$ cat config.mk
export PLATFORM = sky130hd
export DESIGN_NAME = nrisc_ula_seq
export DESIGN_NICKNAME = d
export VERILOG_FILES = /design/src/rtl/nrisc_ula_pkg.sv /design/src/rtl/nrisc_ula_muldiv.sv /design/src/rtl/nrisc_ula_seq.sv
export SDC_FILE = /design/constraint.sdc
export NUM_CORES = 1
export LEC_CHECK = 0
export CORE_ASPECT_RATIO = 0.7
export CORE_MARGIN = 4
export CORE_UTILIZATION = 50
export DETAILED_ROUTE_END_ITERATION = 10
export PLACE_DENSITY = 0.79
export SYNTH_ARGS = -nofsm -noshare
export SYNTH_HDL_FRONTEND = slang
export SYNTH_SLANG_ARGS = --single-unit
$ cat constraint.sdc
create_clock -name clk -period 11.3 [get_ports clk]
set_input_delay 1.13 -clock clk [delete_from_list [all_inputs] [get_ports clk]]
set_output_delay 1.13 -clock clk [all_outputs]
set_load 0.01 [all_outputs]
$ cat src/rtl/nrisc_ula_pkg.sv
// Shared definitions for the NRISC sequential ALU: opcodes, FSM encoding, flag positions.
package nrisc_ula_pkg;

    // Opcode map
    localparam logic [3:0] OP_ADD = 4'b0000;
    localparam logic [3:0] OP_SUB = 4'b0001;
    localparam logic [3:0] OP_AND = 4'b0010;
    localparam logic [3:0] OP_OR  = 4'b0011;
    localparam logic [3:0] OP_XOR = 4'b0100;
    localparam logic [3:0] OP_SHR = 4'b0101;
    localparam logic [3:0] OP_SHL = 4'b0110;
    localparam logic [3:0] OP_NOT = 4'b0111;
    localparam logic [3:0] OP_MUL = 4'b1000;
    localparam logic [3:0] OP_DIV = 4'b1001;
    localparam logic [3:0] OP_ROR = 4'b1101;
    localparam logic [3:0] OP_ROL = 4'b1110;

    // Top-level sequencing states
    typedef enum logic [1:0] {
        ST_IDLE = 2'd0,
        ST_BUSY = 2'd1,
        ST_DONE = 2'd2
    } ula_state_t;

    // Bit positions inside ULA_flags = {V, N, Z, C}
    localparam int FLG_C = 0;
    localparam int FLG_Z = 1;
    localparam int FLG_N = 2;
    localparam int FLG_V = 3;

    // MUL and DIV are the only opcodes that go through the iterative engine
    function automatic logic is_iter_op(input logic [3:0] op);
        return (op == OP_MUL) || (op == OP_DIV);
    endfunction

endpackage

$ cat src/rtl/nrisc_ula_muldiv.sv
// Iterative unsigned multiply (shift-add) and divide (restoring), one step per clock.
// 'start' loads the operands; 'done' is high during the final step, and lo/hi carry
// the value that step produces, so the caller registers them on that same edge.
module nrisc_ula_muldiv #(
    parameter int TAM = 16
) (
    input  logic           clk,
    input  logic           rst,
    input  logic           start,
    input  logic           op_div,
    input  logic [TAM-1:0] a,
    input  logic [TAM-1:0] b,
    output logic           done,
    output logic [TAM-1:0] lo,
    output logic [TAM-1:0] hi,
    output logic           dz
);

    localparam int CW = $clog2(TAM);

    logic [CW-1:0]  cnt;
    logic           running;
    logic           div_q;
    logic [TAM-1:0] b_q;
    logic [TAM-1:0] hi_q;
    logic [TAM-1:0] lo_q;
    logic [TAM-1:0] hi_n;
    logic [TAM-1:0] lo_n;
    logic [TAM:0]   mul_sum;
    logic [TAM:0]   div_shift;
    logic [TAM:0]   div_diff;

    // One iteration: multiply adds B when the multiplier LSB is set then shifts the pair right;
    // divide shifts the next dividend bit into the remainder and subtracts B if it fits.
    // With B=0 every trial subtraction fits, giving an all-ones quotient and remainder A.
    always_comb begin
        mul_sum   = {1'b0, hi_q} + (lo_q[0] ? {1'b0, b_q} : '0);
        div_shift = {hi_q, lo_q[TAM-1]};
        div_diff  = div_shift - {1'b0, b_q};
        hi_n      = mul_sum[TAM:1];
        lo_n      = {mul_sum[0], lo_q[TAM-1:1]};
        if (div_q) begin
            if (!div_diff[TAM]) begin
                hi_n = div_diff[TAM-1:0];
                lo_n = {lo_q[TAM-2:0], 1'b1};
            end else begin
                hi_n = div_shift[TAM-1:0];
                lo_n = {lo_q[TAM-2:0], 1'b0};
            end
        end
    end

    // Operand load on start, then TAM iterations counted down to zero
    always_ff @(posedge clk) begin
        if (!rst) begin
            running <= 1'b0;
            cnt     <= '0;
            div_q   <= 1'b0;
            b_q     <= '0;
            hi_q    <= '0;
            lo_q    <= '0;
        end else if (start) begin
            running <= 1'b1;
            cnt     <= CW'(TAM - 1);
            div_q   <= op_div;
            b_q     <= b;
            hi_q    <= '0;
            lo_q    <= a;
        end else if (running) begin
            hi_q <= hi_n;
            lo_q <= lo_n;
            cnt  <= cnt - CW'(1);
            if (cnt == '0) begin
                running <= 1'b0;
            end
        end
    end

    assign done = running && (cnt == '0);
    assign lo   = lo_n;
    assign hi   = hi_n;
    assign dz   = (b_q == '0);

endmodule

$ cat src/rtl/nrisc_ula_seq.sv
// NRISC ALU with valid/ready handshake. Single-cycle ops finish on the accept edge;
// MUL/DIV are sequenced through the iterative engine. Results are held in DONE until taken.
//
// Handshake: an operation is accepted on a rising edge where in_valid & in_ready; a result
// is consumed on a rising edge where out_valid & out_ready. out_valid and the result
// registers stay stable until consumed; in DONE with out_ready=1 a new op may be accepted
// on the same edge that consumes the current result.
module nrisc_ula_seq
    import nrisc_ula_pkg::*;
#(
    parameter int TAM = 16,
    parameter int SHW = $clog2(TAM)
) (
    input  logic           clk,
    input  logic           rst,
    input  logic           in_valid,
    output logic           in_ready,
    input  logic [TAM-1:0] ULA_A,
    input  logic [TAM-1:0] ULA_B,
    input  logic [3:0]     ULA_ctrl,
    output logic [TAM-1:0] ULA_OUT,
    output logic [TAM-1:0] ULA_OUT_HI,
    output logic [3:0]     ULA_flags,
    output logic           out_valid,
    input  logic           out_ready
);

    ula_state_t     state;
    ula_state_t     state_n;
    logic           accept;
    logic           iter_op;
    logic           eng_start;
    logic           eng_done;
    logic [TAM-1:0] eng_lo;
    logic [TAM-1:0] eng_hi;
    logic           eng_dz;
    logic           div_q;

    logic [SHW-1:0] shamt;
    logic [SHW-1:0] shamt_neg;
    logic [TAM:0]   add_ext;
    logic [TAM:0]   sub_ext;
    logic [TAM:0]   shl_ext;
    logic [TAM:0]   shr_ext;
    logic [TAM-1:0] ror_res;
    logic [TAM-1:0] rol_res;
    logic [TAM-1:0] sc_res;
    logic           sc_c;
    logic           sc_v;
    logic [3:0]     sc_flags;
    logic [3:0]     it_flags;

    // Single-cycle datapath: every op computed from the live operands, selected by opcode.
    // Rotates use the complementary shift (-n mod TAM), which also gives A back for n=0.
    always_comb begin
        shamt     = ULA_B[SHW-1:0];
        shamt_neg = '0 - shamt;
        add_ext   = {1'b0, ULA_A} + {1'b0, ULA_B};
        sub_ext   = {1'b0, ULA_A} - {1'b0, ULA_B};
        shl_ext   = {1'b0, ULA_A} << shamt;
        shr_ext   = {ULA_A, 1'b0} >> shamt;
        ror_res   = (ULA_A >> shamt) | (ULA_A << shamt_neg);
        rol_res   = (ULA_A << shamt) | (ULA_A >> shamt_neg);
        sc_res    = '0;
        sc_c      = 1'b0;
        sc_v      = 1'b0;
        case (ULA_ctrl)
            OP_ADD: begin
                sc_res = add_ext[TAM-1:0];
                sc_c   = add_ext[TAM];
                sc_v   = (ULA_A[TAM-1] == ULA_B[TAM-1]) && (add_ext[TAM-1] != ULA_A[TAM-1]);
            end
            OP_SUB: begin
                sc_res = sub_ext[TAM-1:0];
                sc_c   = sub_ext[TAM];
                sc_v   = (ULA_A[TAM-1] != ULA_B[TAM-1]) && (sub_ext[TAM-1] != ULA_A[TAM-1]);
            end
            OP_AND: sc_res = ULA_A & ULA_B;
            OP_OR:  sc_res = ULA_A | ULA_B;
            OP_XOR: sc_res = ULA_A ^ ULA_B;
            OP_NOT: sc_res = ~ULA_A;
            OP_SHR: begin
                sc_res = shr_ext[TAM:1];
                sc_c   = shr_ext[0];
            end
            OP_SHL: begin
                sc_res = shl_ext[TAM-1:0];
                sc_c   = shl_ext[TAM];
            end
            OP_ROR: begin
                sc_res = ror_res;
                sc_c   = (shamt != '0) && ror_res[TAM-1];
            end
            OP_ROL: begin
                sc_res = rol_res;
                sc_c   = (shamt != '0) && rol_res[0];
            end
            default: begin
                sc_res = '0;
            end
        endcase
        sc_flags        = '0;
        sc_flags[FLG_C] = sc_c;
        sc_flags[FLG_Z] = (sc_res == '0);
        sc_flags[FLG_N] = sc_res[TAM-1];
        sc_flags[FLG_V] = sc_v;
    end

    // Flags for a finished MUL/DIV, derived from the engine's final step
    always_comb begin
        it_flags        = '0;
        it_flags[FLG_N] = eng_lo[TAM-1];
        if (div_q) begin
            it_flags[FLG_C] = eng_dz;
            it_flags[FLG_Z] = (eng_lo == '0);
        end else begin
            it_flags[FLG_C] = (eng_hi != '0);
            it_flags[FLG_Z] = (eng_lo == '0) && (eng_hi == '0);
        end
    end

    // FSM next-state and handshake outputs
    always_comb begin
        state_n   = state;
        in_ready  = 1'b0;
        out_valid = 1'b0;
        iter_op   = is_iter_op(ULA_ctrl);
        case (state)
            ST_IDLE: begin
                in_ready = 1'b1;
            end
            ST_BUSY: begin
                if (eng_done) begin
                    state_n = ST_DONE;
                end
            end
            ST_DONE: begin
                out_valid = 1'b1;
                in_ready  = out_ready;
                if (out_ready) begin
                    state_n = ST_IDLE;
                end
            end
            default: begin
                state_n = ST_IDLE;
            end
        endcase
        accept    = in_valid && in_ready;
        eng_start = accept && iter_op;
        if (accept) begin
            state_n = iter_op ? ST_BUSY : ST_DONE;
        end
    end

    // FSM state register
    always_ff @(posedge clk) begin
        if (!rst) begin
            state <= ST_IDLE;
        end else begin
            state <= state_n;
        end
    end

    // Result registers: single-cycle results on accept, MUL/DIV results on the engine's last step
    always_ff @(posedge clk) begin
        if (!rst) begin
            ULA_OUT    <= '0;
            ULA_OUT_HI <= '0;
            ULA_flags  <= '0;
            div_q      <= 1'b0;
        end else if (accept) begin
            div_q <= (ULA_ctrl == OP_DIV);
            if (!iter_op) begin
                ULA_OUT    <= sc_res;
                ULA_OUT_HI <= '0;
                ULA_flags  <= sc_flags;
            end
        end else if ((state == ST_BUSY) && eng_done) begin
            ULA_OUT    <= eng_lo;
            ULA_OUT_HI <= eng_hi;
            ULA_flags  <= it_flags;
        end
    end

    nrisc_ula_muldiv #(
        .TAM (TAM)
    ) u_muldiv (
        .clk    (clk),
        .rst    (rst),
        .start  (eng_start),
        .op_div (ULA_ctrl == OP_DIV),
        .a      (ULA_A),
        .b      (ULA_B),
        .done   (eng_done),
        .lo     (eng_lo),
        .hi     (eng_hi),
        .dz     (eng_dz)
    );

endmodule

Word level (Yosys, flattened, before mapping)

Index checks and enable logic that the tools add are counted.

Add/subtract/negate cells: 6
Equal/unequal tests: 21
Shift operators: 6
Multiplexer cells: 32
Bitwise gates (word level): 7
Reductions and logical operators: 24

Operator list:

| operator           | count |
|---|---|
| $mux 16            | 12 |
| $pmux 16 s10       | 1 |
| $logic_not 16->1   | 4 |
| $or 16x16->16      | 3 |
| $shl 16x4->16      | 2 |
| $shr 16x4->16      | 2 |
| $mux 4             | 5 |
| $add 16x16->17     | 1 |
| $add 16x17->17     | 1 |
| $shl 16x4->17      | 1 |
| $shr 17x4->17      | 1 |
| $sub 16x16->17     | 1 |
| $sub 17x16->17     | 1 |
| $and 16x16->16     | 1 |
| $eq 4x3->1 const B | 4 |
| $eq 4x4->1 const B | 4 |
| $not 16->16        | 1 |
| $reduce_bool 16->1 | 1 |
| $xor 16x16->16     | 1 |
| $mux 2             | 5 |
| $logic_and 1x1->1  | 9 |
| $eq 4x2->1 const B | 2 |
| $logic_not 4->1    | 2 |
| $ne 3x3->1 const B | 2 |
| other kinds (20)   | 29 |

Bits in registers: 93
Input bits: 40
Output and inout bits: 38
Word-level logic and storage cells: 107

Logic depth before layout (Yosys ltp)

Depth after elaboration: 8
Mapped depth: 18
Gate-level depth less buffers: 14

By module

Synthesis repeated with hierarchy kept, for this count alone.

Cell total of the unflattened synthesis: 1592
Area, all modules: 12205.5 sq um

Modules (own cells, without submodules):

| module           | times used | cells each | area an instance (sq um) | seq. area each (sq um) |
|---|---|---|---|---|
| nrisc_ula_seq    | 1          | 1050       | 7826.3                   | 760.7 |
| nrisc_ula_muldiv | 1          | 542        | 4379.2                   | 1081.0 |

Least setup slack after synthesis

OpenSTA, ideal clock, no wires.

Kind: input -> register
Start: input ULA_B[1]
End: register ULA_flags[1]
Setup time: 59 ps
Arrival time: 4707 ps
Setup slack: 6533 ps
Stages: 16
Cell sequence: buf_2 -> inv_1 -> clkbuf_1 -> clkbuf_1 -> ha_1 -> buf_2 -> clkbuf_1 -> buf_1 -> mux4_2 -> mux2i_1 -> o2111ai_1 -> nor4_1 -> and4_1 -> nand4_1 -> o31ai_1 -> a41o_1

Word-level cells in the longest chain between the ends: 7
Elaborated cells on any way between the ends: 18
Classes of those cells: add/sub (3); shift (6); mux (3); bitwise (5); reduce/logical (1)

RTL lines:

| what                                           | RTL line                                 | text |
|---|---|---|
| from (decl)                                    | nrisc_ula_seq.sv:19                      | `input logic [TAM-1:0] ULA_B,` |
| $sub 1x4->4                                    | nrisc_ula_seq.sv:57                      | `shamt_neg = '0 - shamt;` |
| $shr 16x4->16 or $shl 16x4->16 (tied branches) | nrisc_ula_seq.sv:63, nrisc_ula_seq.sv:62 |  |
| $or 16x16->16, on equally long branches        | nrisc_ula_seq.sv:63, nrisc_ula_seq.sv:62 |  |
| $pmux 16 s10 *                                 | nrisc_ula_seq.sv:67                      | `case (ULA_ctrl)` |
| $logic_not 16->1 *                             | nrisc_ula_seq.sv:104                     | `sc_flags[FLG_Z] = (sc_res == '0);` |
| $mux 4 *                                       | nrisc_ula_seq.sv:173                     | `if (!iter_op) begin` |
| $mux 4 *                                       | nrisc_ula_seq.sv:171                     | `end else if (accept) begin` |
| to (signal assigned)                           | nrisc_ula_seq.sv:176                     | `ULA_flags <= sc_flags;` |
| to (signal assigned)                           | nrisc_ula_seq.sv:181                     | `ULA_flags <= it_flags;` |
| to (decl)                                      | nrisc_ula_seq.sv:23                      | `output logic [3:0] ULA_flags,` |

Mark *: on every way between the ends. The rest lies on a longest branch, timed or not. The select of a mux whose other input is x is not followed.
A chain may end at the register's enable or synchronous reset.

Worst setup path in the final report

Start: input ULA_B[2]
End: register ULA_flags[1]

Same word-level chain as after synthesis.

==> results.tsv <==
stage	metric	value	unit
run_status	status	completed	
global_routing	initial antenna violation count	0	
setup_path	Cell Chain, Critical Path	clkdlybuf4s50_1, buf_4, clkinv_1, ha_1, nand2b_1, o31ai_1, o21bai_1, a2111oi_0, o21ai_0, a221o_1, nor4_1, and4_1, nand4_1, o31ai_1, a41o_1	
detailed_routing	# DRC	0	
setup_path	Reg-to-Reg Start	u_muldiv.lo_q[15]	
timing	Setup TNS Final	0	ns
timing	RSZ-0062 raised after global routing	no	
finish	sequential cell area	0.00184	mm^2
min_path	HP Class	flop to flop	
clock_tree	Num Clock Sinks	92	
clock_tree	post-CTS setup buffers	0	
finish	Final Core Density	0.564	
synth	Avg Inst Size Synth	7.35	um^2
die	Starting Density	0.511	
synth	cell area after synthesis	0.0116	mm^2
setup_path	CP delay by family, top	compound AO/OA/AOI/OAI gates	
synth	EDFF count, synth	0	
placed_design	DP Wirelength	37.9	mm
synth	Yosys top cell area share	0.159	
setup_path	critical path's largest stage delay	0.95	ns
die	# IOs	78	
setup_path	Worst setup EP type	flop	
setup_path	critical path's slowest cell	a2111oi_0	
setup_path	R2R cell count	14	
pwr	Leak	5.05	nW
pwr	pwr dens	87.6	mW/mm^2
clock_tree	post-cts resize count	0	
timing	Slew @ Worst Pin	1.15	ns
die	Die Ht	136	um
min_path	Hold Path Depth	2	
synth	syn nets	1716	
synth	commonest cells in the netlist	199 x nor2_1, 162 x nand2_1, 123 x a21oi_1	
detailed_routing	via count	13100	
die	Site Rows	46	
finish	area of the multi-input gates	0.00901	mm^2
detailed_routing	Vias/cell	6.92	
timing	final hold vios	0	
clock_tree	total CTS buffers	9	
timing	clock skew	0.0138	ns
setup_path	Required @ worst endpoint	11.60	ns
min_path	Hold Crit Start	ULA_flags[3]	
timing	Pins Over Slew Limit	0	
clock_tree	hold buffers post-CTS	0	
setup_path	Crit path top cell by count	o31ai_1	
job	maxcap violations	0	
clock_tree	Skew-Pair Late Insertion Delay	0.36	ns
setup_path	crit path kind	input port to flop	
timing	Slew Limit Headroom	0.231	
global_routing	GRT Resource Usage Total	0.374	
placed_design	Port Buffer Count	77	
setup_path	Worst Path Arrival	6.43	ns
clock_tree	htree depth	3	
min_path	Hold EP	ULA_flags[3]	
synth	Synth area leader	dfxtp_1	
detailed_routing	Post-DRT Antenna Nets	0	
setup_path	R2R Setup Slk	6.41	ns
placed_design	Final Wtd Congestion	1.05	
setup_path	worst r2r dst	ULA_flags[1]	
synth	top-count cell post-synth	nor2_1	
pwr	Max VDD drop	0.0792	mV
finish	antenna fix cells	0	
synth	fraction of registers with async set/reset	0	
synth	#FFs+latches synth	92	
synth	Yosys warnings	0	
finish	# fillers	2154	
timing	part of the cycle the worst path needs	0.542	
synth	synthesized instance count	1581	
finish	Syn-to-layout area delta	10.5	%
setup_path	Buf/Inv on CP	3	
global_routing	Overflow after GRT	0	
die	die area	0.0258	mm^2
global_routing	first-pass GRT wire length	73.9	mm
timing	Fmax	163	MHz
synth	top post-synthesis cells by area	dfxtp_1 16%, ha_1 9.8%, nor2_1 6.4%, mux4_2 6.4%, a21oi_1 5.3%	
timing	fin crit period	6.13	ns
synth	synth unique cells	92	
synth	register area share after synthesis	0.159	
finish	fraction of layout cells with a size suffix above 1	0.0839	
clock_tree	CTS tree	yes	
setup_path	Setup crit start kind	input port	
clock_tree	clock slew at reported path FFs	0.08	ns
synth	prevailing post-synth register cell	dfxtp_1	
clock_tree	root buffer cell	clkbuf_16	
global_routing	vias in the first global route	11600	
detailed_routing	Starting DRT DRC Count	2514	
timing	setup violators final	0	
clock_tree	clk buf depth	2	
setup_path	CP Max Fanout	33	
detailed_routing	DR pass1 iterations	9	
finish	Final #Nets	1716	
global_routing	largest net degree at the start of global routing	74	
die	core area	0.0227	mm^2
detailed_routing	total wire length	49.6	mm
detailed_routing	DR WL/cell	26.1	um
die	die width	190	um
final cells by class:
cell class                      count  area share
Timing Repair Buffer              108      0.0774
Tap cell                          312      0.0304
Clock buffer                        9      0.0176
Sequential cell                    92       0.144
Clock inverter                      7     0.00624
Inverter                           76      0.0222
Multi-Input combinational cell   1294       0.702
cell families after synthesis:
| kind of cell | share of synthesized area |
|---|---|
| xor gates and xnor gates | 0.0226 |
| buffers and inverters | 0.0680 |
| DFF | 0.159 |
| adders and majority gates | 0.105 |
| AOI/OAI and AO/OA | 0.277 |
| and+or+nand+nor | 0.241 |
| muxes | 0.128 |
layout by cell type (no fill, tap or decap), types with 30 or more instances in the layout:
master / instances
nor2_1: 197
nand2_1: 162
a21oi_1: 123
ha_1: 91
dfxtp_1: 90
o21ai_0: 84
clkdlybuf4s50_1: 75
inv_1: 74
mux2i_1: 58
nand3_1: 40
mux4_2: 33
buf_4: 31
nor3_1: 30
tightest hold or removal path, cell delays in order, from the launching register on:
cell	delay, ns
dfxtp_1	0.34
a2bb2oi_1	0.06
nor2_1	0.07
registers in the layout (all words and copies together), names as in the netlist:
signal and count:
ULA_OUT 15, u_muldiv.hi_q 16, ULA_OUT_HI 16, u_muldiv.div_q 1, state 2, ULA_flags 4, u_muldiv.cnt 4, u_muldiv.b_q 16
div_q 1, u_muldiv.lo_q 16, u_muldiv.running 1
power breakdown:
part           switching, W  leakage (nW)  total, W  internal, W
sequential        0.0000114         0.746  0.000346     0.000334
combinational      0.000303          4.16  0.000471     0.000168
clock              0.000150         0.145  0.000307     0.000157
total              0.000464          5.05   0.00112     0.000660
worst max path at each step:
stage,start,to,slack [ns],cells past startpoint
2_1_floorplan,ULA_B[1],ULA_flags[1],6.53,16
3_5_place_dp,ULA_B[2],ULA_flags[1],5.06,15
4_1_cts,ULA_B[2],ULA_flags[1],5.40,15
6_report,ULA_B[2],ULA_flags[1],5.17,15
3_3_place_gp,ULA_B[2],ULA_flags[1],5.10,15
5_1_grt,ULA_B[2],ULA_flags[1],4.82,15
layer usage:
metal | vias to the layer above | global-route usage | wire, um
li1 | 5860 | - | -
met1 | 6262 | 0.585 | 22400
met2 | 943 | 0.454 | 17400
met3 | 68 | 0.182 | 9020
met4 | 2 | 0.0550 | 714
met5 | - | 0.0173 | 57
metrics by stage:
| step | cell area [um^2] | instances | worst slack (ns) | power, W | hold WS [ns] |
|---|---|---|---|---|---|
| after floorplan | 11600 | 1581 | 6.53 | 0.000640 | 0.445 |
| after global placement | 12500 | 1882 | 5.10 | 0.000800 | 0.465 |
| after detailed placement | 12500 | 1882 | 5.06 | 0.000797 | 0.483 |
| after CTS | 12800 | 1898 | 5.40 | 0.00110 | 0.499 |
| after global routing | 12800 | 1898 | 4.82 | 0.00116 | 0.522 |
| final | 12800 | 1898 | 5.17 | 0.00112 | 0.498 |
Power figures use the tool's default switching activity.
